===== src/rtl/seq_prio_enc_pkg.sv =====
// Shared types and defaults for the sequential priority encoder.
package seq_prio_enc_pkg;

  typedef enum logic {
    ENC_IDLE = 1'b0,
    ENC_EMIT = 1'b1
  } enc_state_t;

  localparam int ENC_N_DEFAULT = 8;

endpackage


===== src/rtl/prio_enc_comb.sv =====
// Combinational priority encoder: index of the highest set bit, plus
// "any bit set" and "exactly one bit set" flags.
module prio_enc_comb #(
  parameter int N = 8,
  parameter int W = $clog2(N)
) (
  input  logic [N-1:0] vec,
  output logic [W-1:0] idx,
  output logic         found,
  output logic         single
);

  // Ascending scan so the highest set bit wins the final assignment.
  always_comb begin
    idx = '0;
    for (int i = 0; i < N; i++) begin
      if (vec[i]) idx = W'(i);
    end
  end

  assign found  = |vec;
  assign single = found && ((vec & (vec - N'(1))) == '0);

endmodule


===== src/rtl/seq_prio_enc.sv =====
// Sequential priority encoder: captures a multi-hot request and emits one
// index per handshake, highest first. SEQ_PRIO_ENC_ONEHOT_EN adds a onehot port.
//
// state    | meaning
// ENC_IDLE | nothing pending, load accepted
// ENC_EMIT | pending != 0, presenting highest pending index
module seq_prio_enc
  import seq_prio_enc_pkg::*;
#(
  parameter int N = ENC_N_DEFAULT,
  parameter int W = $clog2(N)
) (
  input  logic         clk,
  input  logic         rst,
  input  logic         load,
  input  logic [N-1:0] req,
  output logic         busy,
  output logic         out_valid,
  input  logic         out_ready,
  output logic [W-1:0] idx,
  output logic         last,
`ifdef SEQ_PRIO_ENC_ONEHOT_EN
  output logic [N-1:0] onehot,
`endif
  output logic         zero
);

  enc_state_t   state, state_nxt;
  logic [N-1:0] pending, pending_nxt;
  logic [N-1:0] clr_mask;
  logic         zero_nxt;
  logic         found;

  prio_enc_comb #(.N(N), .W(W)) u_enc (
    .vec    (pending),
    .idx    (idx),
    .found  (found),
    .single (last)
  );

  always_ff @(posedge clk) begin
    if (rst) begin
      state   <= ENC_IDLE;
      pending <= '0;
      zero    <= 1'b0;
    end else begin
      state   <= state_nxt;
      pending <= pending_nxt;
      zero    <= zero_nxt;
    end
  end

  always_comb begin
    state_nxt     = state;
    pending_nxt   = pending;
    zero_nxt      = 1'b0;
    clr_mask      = '0;
    clr_mask[idx] = 1'b1;
    case (state)
      ENC_IDLE: begin
        if (load) begin
          if (req != '0) begin
            pending_nxt = req;
            state_nxt   = ENC_EMIT;
          end else begin
            zero_nxt = 1'b1;
          end
        end
      end
      ENC_EMIT: begin
        // load is deliberately not looked at here, including on the final handshake.
        if (out_ready) begin
          pending_nxt = pending & ~clr_mask;
          if (last || !found) state_nxt = ENC_IDLE;
        end
      end
      default: begin
        state_nxt   = ENC_IDLE;
        pending_nxt = '0;
      end
    endcase
  end

  assign out_valid = (state == ENC_EMIT);
  assign busy      = out_valid;

`ifdef SEQ_PRIO_ENC_ONEHOT_EN
  assign onehot = out_valid ? clr_mask : '0;
`endif

endmodule


===== config.mk =====
export PLATFORM = sky130hd
export DESIGN_NAME = seq_prio_enc
export DESIGN_NICKNAME = d
export VERILOG_FILES = /design/src/rtl/seq_prio_enc_pkg.sv /design/src/rtl/prio_enc_comb.sv /design/src/rtl/seq_prio_enc.sv
export SDC_FILE = /design/constraint.sdc
export NUM_CORES = 1
export LEC_CHECK = 0
export CORE_MARGIN = 1
export CORE_UTILIZATION = 42
export CTS_CLUSTER_DIAMETER = 150
export CTS_CLUSTER_SIZE = 30
export DETAILED_ROUTE_END_ITERATION = 12
export PLACE_DENSITY = 0.72
export SLEW_MARGIN = 5
export SYNTH_ARGS = -nofsm -noshare
export SYNTH_HDL_FRONTEND = slang
export SYNTH_SLANG_ARGS = --single-unit

===== constraint.sdc =====
create_clock -name clk -period 2.5 [get_ports clk]
set_input_delay 0.375 -clock clk [delete_from_list [all_inputs] [get_ports clk]]
set_output_delay 0.375 -clock clk [all_outputs]
set_load 0.02 [all_outputs]

==> results of run 1 <==
critical path, cell delays in order (launching register included):
cell             delay [ps]
dfxtp_1                 480
nand2b_1                 90
a21oi_1                 210
nor2_1                   80
o21bai_1                190
clkdlybuf4s50_1         640
cells in the mapped netlist, types with 3 or more instances:
cell	instances	area, sq um
dfxtp_1	10	200.2
nand2_1	10	37.54
nor2_1	6	22.52
a21oi_1	5	25.02
a221o_1	3	30.03
nand3_1	3	15.01
final timing paths:
path	start	end	cells after the start
worst max-delay path	pending[1]	idx[0]	5
worst min-delay path	pending[5]	pending[5]	2
worst max register to register	pending[5]	busy	5
worst min register to register	pending[5]	pending[5]	2
layer usage:
layer | global-route usage | vias up
met3 | 0.06667 | 4
met4 | 0.1083 | 0
met1 | 0.2801 | 286
met5 | 0 | -
li1 | - | 316
met2 | 0.3452 | 29
timing repair:
action,4_1_cts,5_1_grt
gates resized for setup,1,0
setup endpoints to repair,1,0
buffers inserted,0,0
cell type report:
| class | count | area, sq um |
|---|---|---|
| repair buffers | 18 | 178.9 |
| clock buffers | 4 | 36.28 |
| inverters | 2 | 7.507 |
| well taps | 15 | 18.77 |
| multi-input cells | 59 | 396.6 |
| fillers | 130 | 495.5 |
| flip-flops and latches | 10 | 200.2 |
stage by stage:
step	hold slack, ps	setup slack (ps)	util	area [sq um]
after CTS	583.9	171.7	0.6285	838.3
final	589.6	173.7	0.6285	838.3
after global routing	623.8	104.9	0.6285	838.3
after detailed placement	571.3	250.6	0.6023	803.3
after floorplan	444.1	785.1	-	623.1
after global placement	554.8	277.9	0.6023	803.3
sequential cells by signal, summed over array words and instances (netlist names):
name / count
pending: 8
busy: 1
zero: 1
cell families (layout without fill, tap and decap cells):
| logic type | Yosys count | after routing | synth area share |
|---|---|---|---|
| simple gates | 33 | 33 | 0.3052 |
| compound gates | 24 | 24 | 0.3012 |
| xor+xnor | 1 | 1 | 0.01406 |
| flops | 10 | 10 | 0.3213 |
| buf+inv | 4 | 24 | 0.04216 |
| mux | 1 | 1 | 0.01606 |
cells in the final DEF, fill, tap and decap left out, types with 2 or more instances in the layout:
| master | n |
|---|---|
| nand2_1 | 10 |
| nor4_2 | 2 |
| a22oi_1 | 2 |
| and2_1 | 2 |
| a21oi_1 | 5 |
| nand2b_1 | 2 |
| a221o_1 | 3 |
| o31ai_1 | 2 |
| a21o_1 | 2 |
| clkdlybuf4s50_1 | 17 |
| nand3_1 | 3 |
| clkbuf_4 | 3 |
| nor3_1 | 2 |
| dfxtp_1 | 10 |
| nor2_1 | 6 |
power breakdown:
part | total, W | switching (W) | leakage [nW] | internal (W)
Combinational | 0.000189 | 0.0000972 | 0.236 | 0.0000922
Sequential | 0.000199 | 0.0000261 | 0.0821 | 0.000173
Clock | 0.000146 | 0.0000575 | 0.0210 | 0.0000885
==> out/qor.yml, run 1 <==
floorplan:
  start_util: 0.4672
  ios: 19
  num_rows: 13
  core_area_sq_um: 1334
  die_w_microns: 40.52
  fp.dieH_microns: 40.52
  dieArea_sq_um: 1641
synthesis:
  syn_area_per_cell_sq_um: 8.536
  ys_seq_area_frac: 0.3213
  synth_cell_types: 35
  synthCells: 73
  ys_seq_elements: 10
  syn_area_sq_um: 623.1
  ys.flop_type: "dfxtp_1"
  synth_warnings: 0
  synth_edf_count: 0
  synthesis.nets: 85
  async_flop_share: 0
final_layout:
  fin_nets: 106
  layout-area-overhead-vs-synth_pct: 34.54
  instances_no_fill: 108
  diodes: 0
  layout-drive-gt1-share: 0.1075
timing:
  hold_viol: 0
  finClkSkew_ps: 0.7264
  post-route-min-period_ps: 2326
  rsz0062_at_grt: "false"
  fin_crit_sh: 0.9305
  relSlewSlack: 0.7218
  setup_violations: 0
  maxSlewViolCount: 0
  max_freq_mhz: 429.9
  worst_slew_pin_slew_ps: 415.7
  setup_tns_ps: 0
global_route:
  grt_pass1_wl_mm: 2.394
  grt_pass1_vias: 554
  antenna_found_initial: 0
  track_usage: 0.2242
  grt_max_degree: 9
  grt-ovfl-total: 0
placed_design:
  portBuffers: 18
  finalWeightedCongestion: 0.8520
  dp_cells: 104
  hpwl_mm: 1.219
clock_network:
  cts_buffers: 3
  h-tree-depth: 1
  cts_tree: "built"
  cts_sinks: 10
  clk_latency_ps: 260
  cts_root_buf: "clkbuf_4"
  path_clk_slew_ps: 70
  clockBufferDepth: 2
  hold_buffers: 0
routing:
  met1_length_microns: 782
  wl_met2_microns: 682
  drc: 0
  wl_per_cell_microns: 14.81
  wl_mm: 1.599
  route.met3.wl_microns: 100
  first_iter_violations: 19
  ant_nets: 0
  drtPass1Iterations: 4
  top_layer_used: "met4"
  vias: 635
  viasPerCell: 5.880
setup_path:
  worstPathMaxFanout: 8
  cp_data_arrival_time_ps: 1950
  path_class: "reg -> out"
  worstPathRequired_ps: 2120
  rrSetupSlack_ps: 940
  start_kind: "flip-flop"
  crit_path_end_kind: "output pin"
job:
  drv_cap: 0
power_and_ir_drop:
  total_power_w: 0.0005343
  power.density_nw_per_um2: 637.4
  peakVddDrop_mv: 0.3335
  power.leakage_nw: 0.3391
worst_hold_path:
  hp-class: "reg -> reg"
run_status:
  status: "complete, no violations"
Power figures use the tool's default switching activity.
==> inputs of run 2 (changes only) <==
Settings changed: GPL_TIMING_DRIVEN set to 0, PLACE_DENSITY 0.72 to 0.71, SYNTH_HIERARCHICAL set to 1, TNS_END_PERCENT set to 30.
==> run 2 against run 1 <==
Effect of this change: register-to-register slack improved by 20 ps; total power is 3.2% higher; die area rose by 8.2%; clock power shrank 25%; combinational power rose by 27%; synthesized area is 8.6% higher; routed wire length grew 9.4%; final cell count is 15% higher; non-clock buffer count up 4; largest cell class unchanged; highest routed layer unchanged.
==> out/qor.yml, run 2 <==
run_status:
  status: "complete, no violations"
synthesis:
  synth_cell_types: 28  # -20%
  async_flop_share: 0  # unchanged
  syn_area_sq_um: 676.9  # +8.6%
  synth_warnings: 6  # +6
  syn_area_per_cell_sq_um: 7.780  # -8.8%
  synthCells: 87  # +19%
  yosysMostFrequentCell: "o21ai_0"
  ys_seq_area_frac: 0.2957  # -0.02554
  synth_top_area_frac: 0.2957  # -0.02554
  ys_seq_elements: 10  # unchanged
  synthTopCellsByArea: "dfxtp_1, o21ai_0, a21oi_1, nor4_4, nand2_1"
  synth_edf_count: 0  # unchanged
  yosysTopAreaCell: "dfxtp_1"
  synthTopCellsByCount: "o21ai_0, dfxtp_1, nand2_1"
  ys.flop_type: "dfxtp_1"
  synthesis.nets: 99  # +16%
final_layout:
  fin_nets: 122  # +15%
  diodes: 0  # unchanged
  fin_util: 0.6047  # -0.02387
  mostFrequentLayoutCell: "clkdlybuf4s50_1"
  largest_register_ffs: 8  # unchanged
  instances_no_fill: 124  # +15%
  layout-area-overhead-vs-synth_pct: 34.57  # about the same
  final_cell_mix: "clkdlybuf4s50_1, o21ai_0, nand2_1, dfxtp_1, a21oi_1"
  largest_register: "pending"
  layout-drive-gt1-share: 0.1111  # +0.003584
  num-fill-cells: 142  # +9.2%
power_and_ir_drop:
  power.density_nw_per_um2: 605.2  # -5.1%
  combPwrFrac: 0.436  # +0.082
  seq_power_share: 0.366  # -0.006
  p_int_w: 0.0003419  # -3.3%
  power_frac_clock: 0.198  # -0.075
  switching_share: 0.3797  # +0.04143
  power.leakage_nw: 0.3215  # -5.2%
  switchingPower_w: 0.0002093  # +16%
  peakVddDrop_mv: 0.3054  # -8.4%
routing:
  wl_mm: 1.750  # +9.4%
  vias: 757  # +19%
  drc: 0  # unchanged
  viasPerCell: 6.105  # +3.8%
  ant_nets: 0  # unchanged
  wl_per_cell_microns: 14.11  # -4.7%
  first_iter_violations: 18  # -1
  drtPass1Iterations: 4  # unchanged
timing:
  finClkSkew_ps: 0.3153  # -0.4112 ps
  worst_slew_pin_slew_ps: 368.0  # -47.70 ps
  timing.final.ws_setup_ps: 181.1  # +7.454 ps
  setup_tns_ps: 0  # unchanged
  maxSlewViolCount: 0  # unchanged
  max_freq_mhz: 431.2  # +0.32%
  rsz0062_at_grt: "false"
  whs_ps: 582.5  # -7.028 ps
  post-route-min-period_ps: 2319  # -7.454 ps
  relSlewSlack: 0.7546  # +0.03282
  setup_violations: 0  # unchanged
  hold_viol: 0  # unchanged
  fin_crit_sh: 0.9275  # -0.002982
global_route:
  grt_pass1_wl_mm: 3.029  # +27%
  grt-ovfl-total: 0  # unchanged
  grt_pass1_vias: 665  # +20%
  grt_max_degree: 11  # +2
  antenna_found_initial: 0  # unchanged
  track_usage: 0.2204  # -0.003805
floorplan:
  start_util: 0.4493  # -0.01783
  ios: 19  # unchanged
  dieArea_sq_um: 1776  # +8.2%
  fp.dieH_microns: 42.15  # +4.0%
  num_rows: 14  # +1
  core_area_sq_um: 1506  # +13%
  die_w_microns: 42.15  # +4.0%
clock_network:
  hold_buffers: 0  # unchanged
  cts_sinks: 10  # unchanged
  clockBufferDepth: 2  # unchanged
  clk_latency_ps: 260  # about the same
  cts_tree: "built"
  post-cts-setup-buffers: 0  # unchanged
  path_clk_slew_ps: 60  # about the same
  cts_buffers: 3  # unchanged
  cts_root_buf: "clkbuf_4"
  h-tree-depth: 1  # unchanged
placed_design:
  hpwl_mm: 1.227  # +0.66%
  portBuffers: 18  # unchanged
  preCtsSetupSlack_ps: 203.0  # -47.59 ps
  dp_cells: 121  # +16%
  finalWeightedCongestion: 0.7703  # -9.6%
job:
  drv_cap: 0  # unchanged
setup_path:
  cp_data_arrival_time_ps: 1940  # about the same
  path_class: "reg -> out"
  crit_path_end_kind: "output pin"
  worstPathRequired_ps: 2120  # about the same
  start_kind: "flip-flop"
  worstPathMaxFanout: 8  # unchanged
worst_hold_path:
  hp-class: "reg -> reg"
run 2: cell count changes in the layout (fill, tap and decap cells not counted), moves of 3 or more:
| cell | change |
|---|---|
| a21oi_1 | +4 |
| o21ai_0 | +15 |
| a221o_1 | -3 |
| inv_1 | +3 |
| o22ai_1 | +3 |
| nor4b_1 | +4 |
run 2: cell families after synthesis:
family | after synthesis | synth area share
AO/OA/AOI/OAI | 34 | 0.2828
AND/OR/NAND/NOR | 34 | 0.3438
flip-flops | 10 | 0.2957
buffers and inverters | 8 | 0.06283
multiplexers | 1 | 0.01479
run 2: routing by layer:
layer / global-route usage / vias to the layer above / wire length, microns
met4: 0.09375 / 0 / 34
met3: 0.02586 / 5 / 75
met1: 0.3048 / 354 / 808
met5: 0 / - / 0
met2: 0.3469 / 29 / 832
li1: - / 369 / -
run 2: layout make-up:
class,instances,area [sq um],area share
plain buffers,4,27.53,0.03022
clock buffers,3,22.52,0.02473
inverters,4,15.01,0.01648
multi-input cells,69,445.4,0.4890
flip-flops and latches,10,200.2,0.2198
well taps,16,20.02,0.02198
repair buffers,18,180.2,0.1978
run 2: final timing paths:
path	start	endpoint	slack, ps	cells past startpoint
setup reg to reg	pending[1]	pending[4]	960	8
hold reg to reg	pending[4]	pending[4]	580	2
hold / removal	pending[4]	pending[4]	580	2
setup / recovery	pending[1]	idx[0]	180	5
run 2: repair_timing:
action | 4_1_cts | 5_1_grt
pin swaps | 0 | 0
gates cloned | 0 | 0
gates resized for setup | 1 | 1
endpoints found under the setup margin | 1 | 1
run 2: worst max-delay path, stage by stage, from the launching register on:
cell and delay, ps:
dfxtp_1 440, nand2b_1 80, a21oi_1 180, nor2_1 90, o21bai_4 240, clkdlybuf4s50_1 650
run 2: stage by stage:
stage	cell area, sq um	total power (W)
floorplan	676.9	0.0003420
global placement	877.1	0.0004304
detailed placement	877.1	0.0004353
CTS	903.4	0.0005432
global route	910.9	0.0005894
finish	910.9	0.0005512
run 2: power groups by stage:
stage	clock [W]	combinational, W	sequential [W]
after floorplan	0	0.000143	0.000199
after global placement	0	0.000229	0.000202
after detailed placement	0	0.000232	0.000203
after CTS	0.000107	0.000236	0.000200
after global routing	0.000119	0.000264	0.000206
final	0.000109	0.000240	0.000202
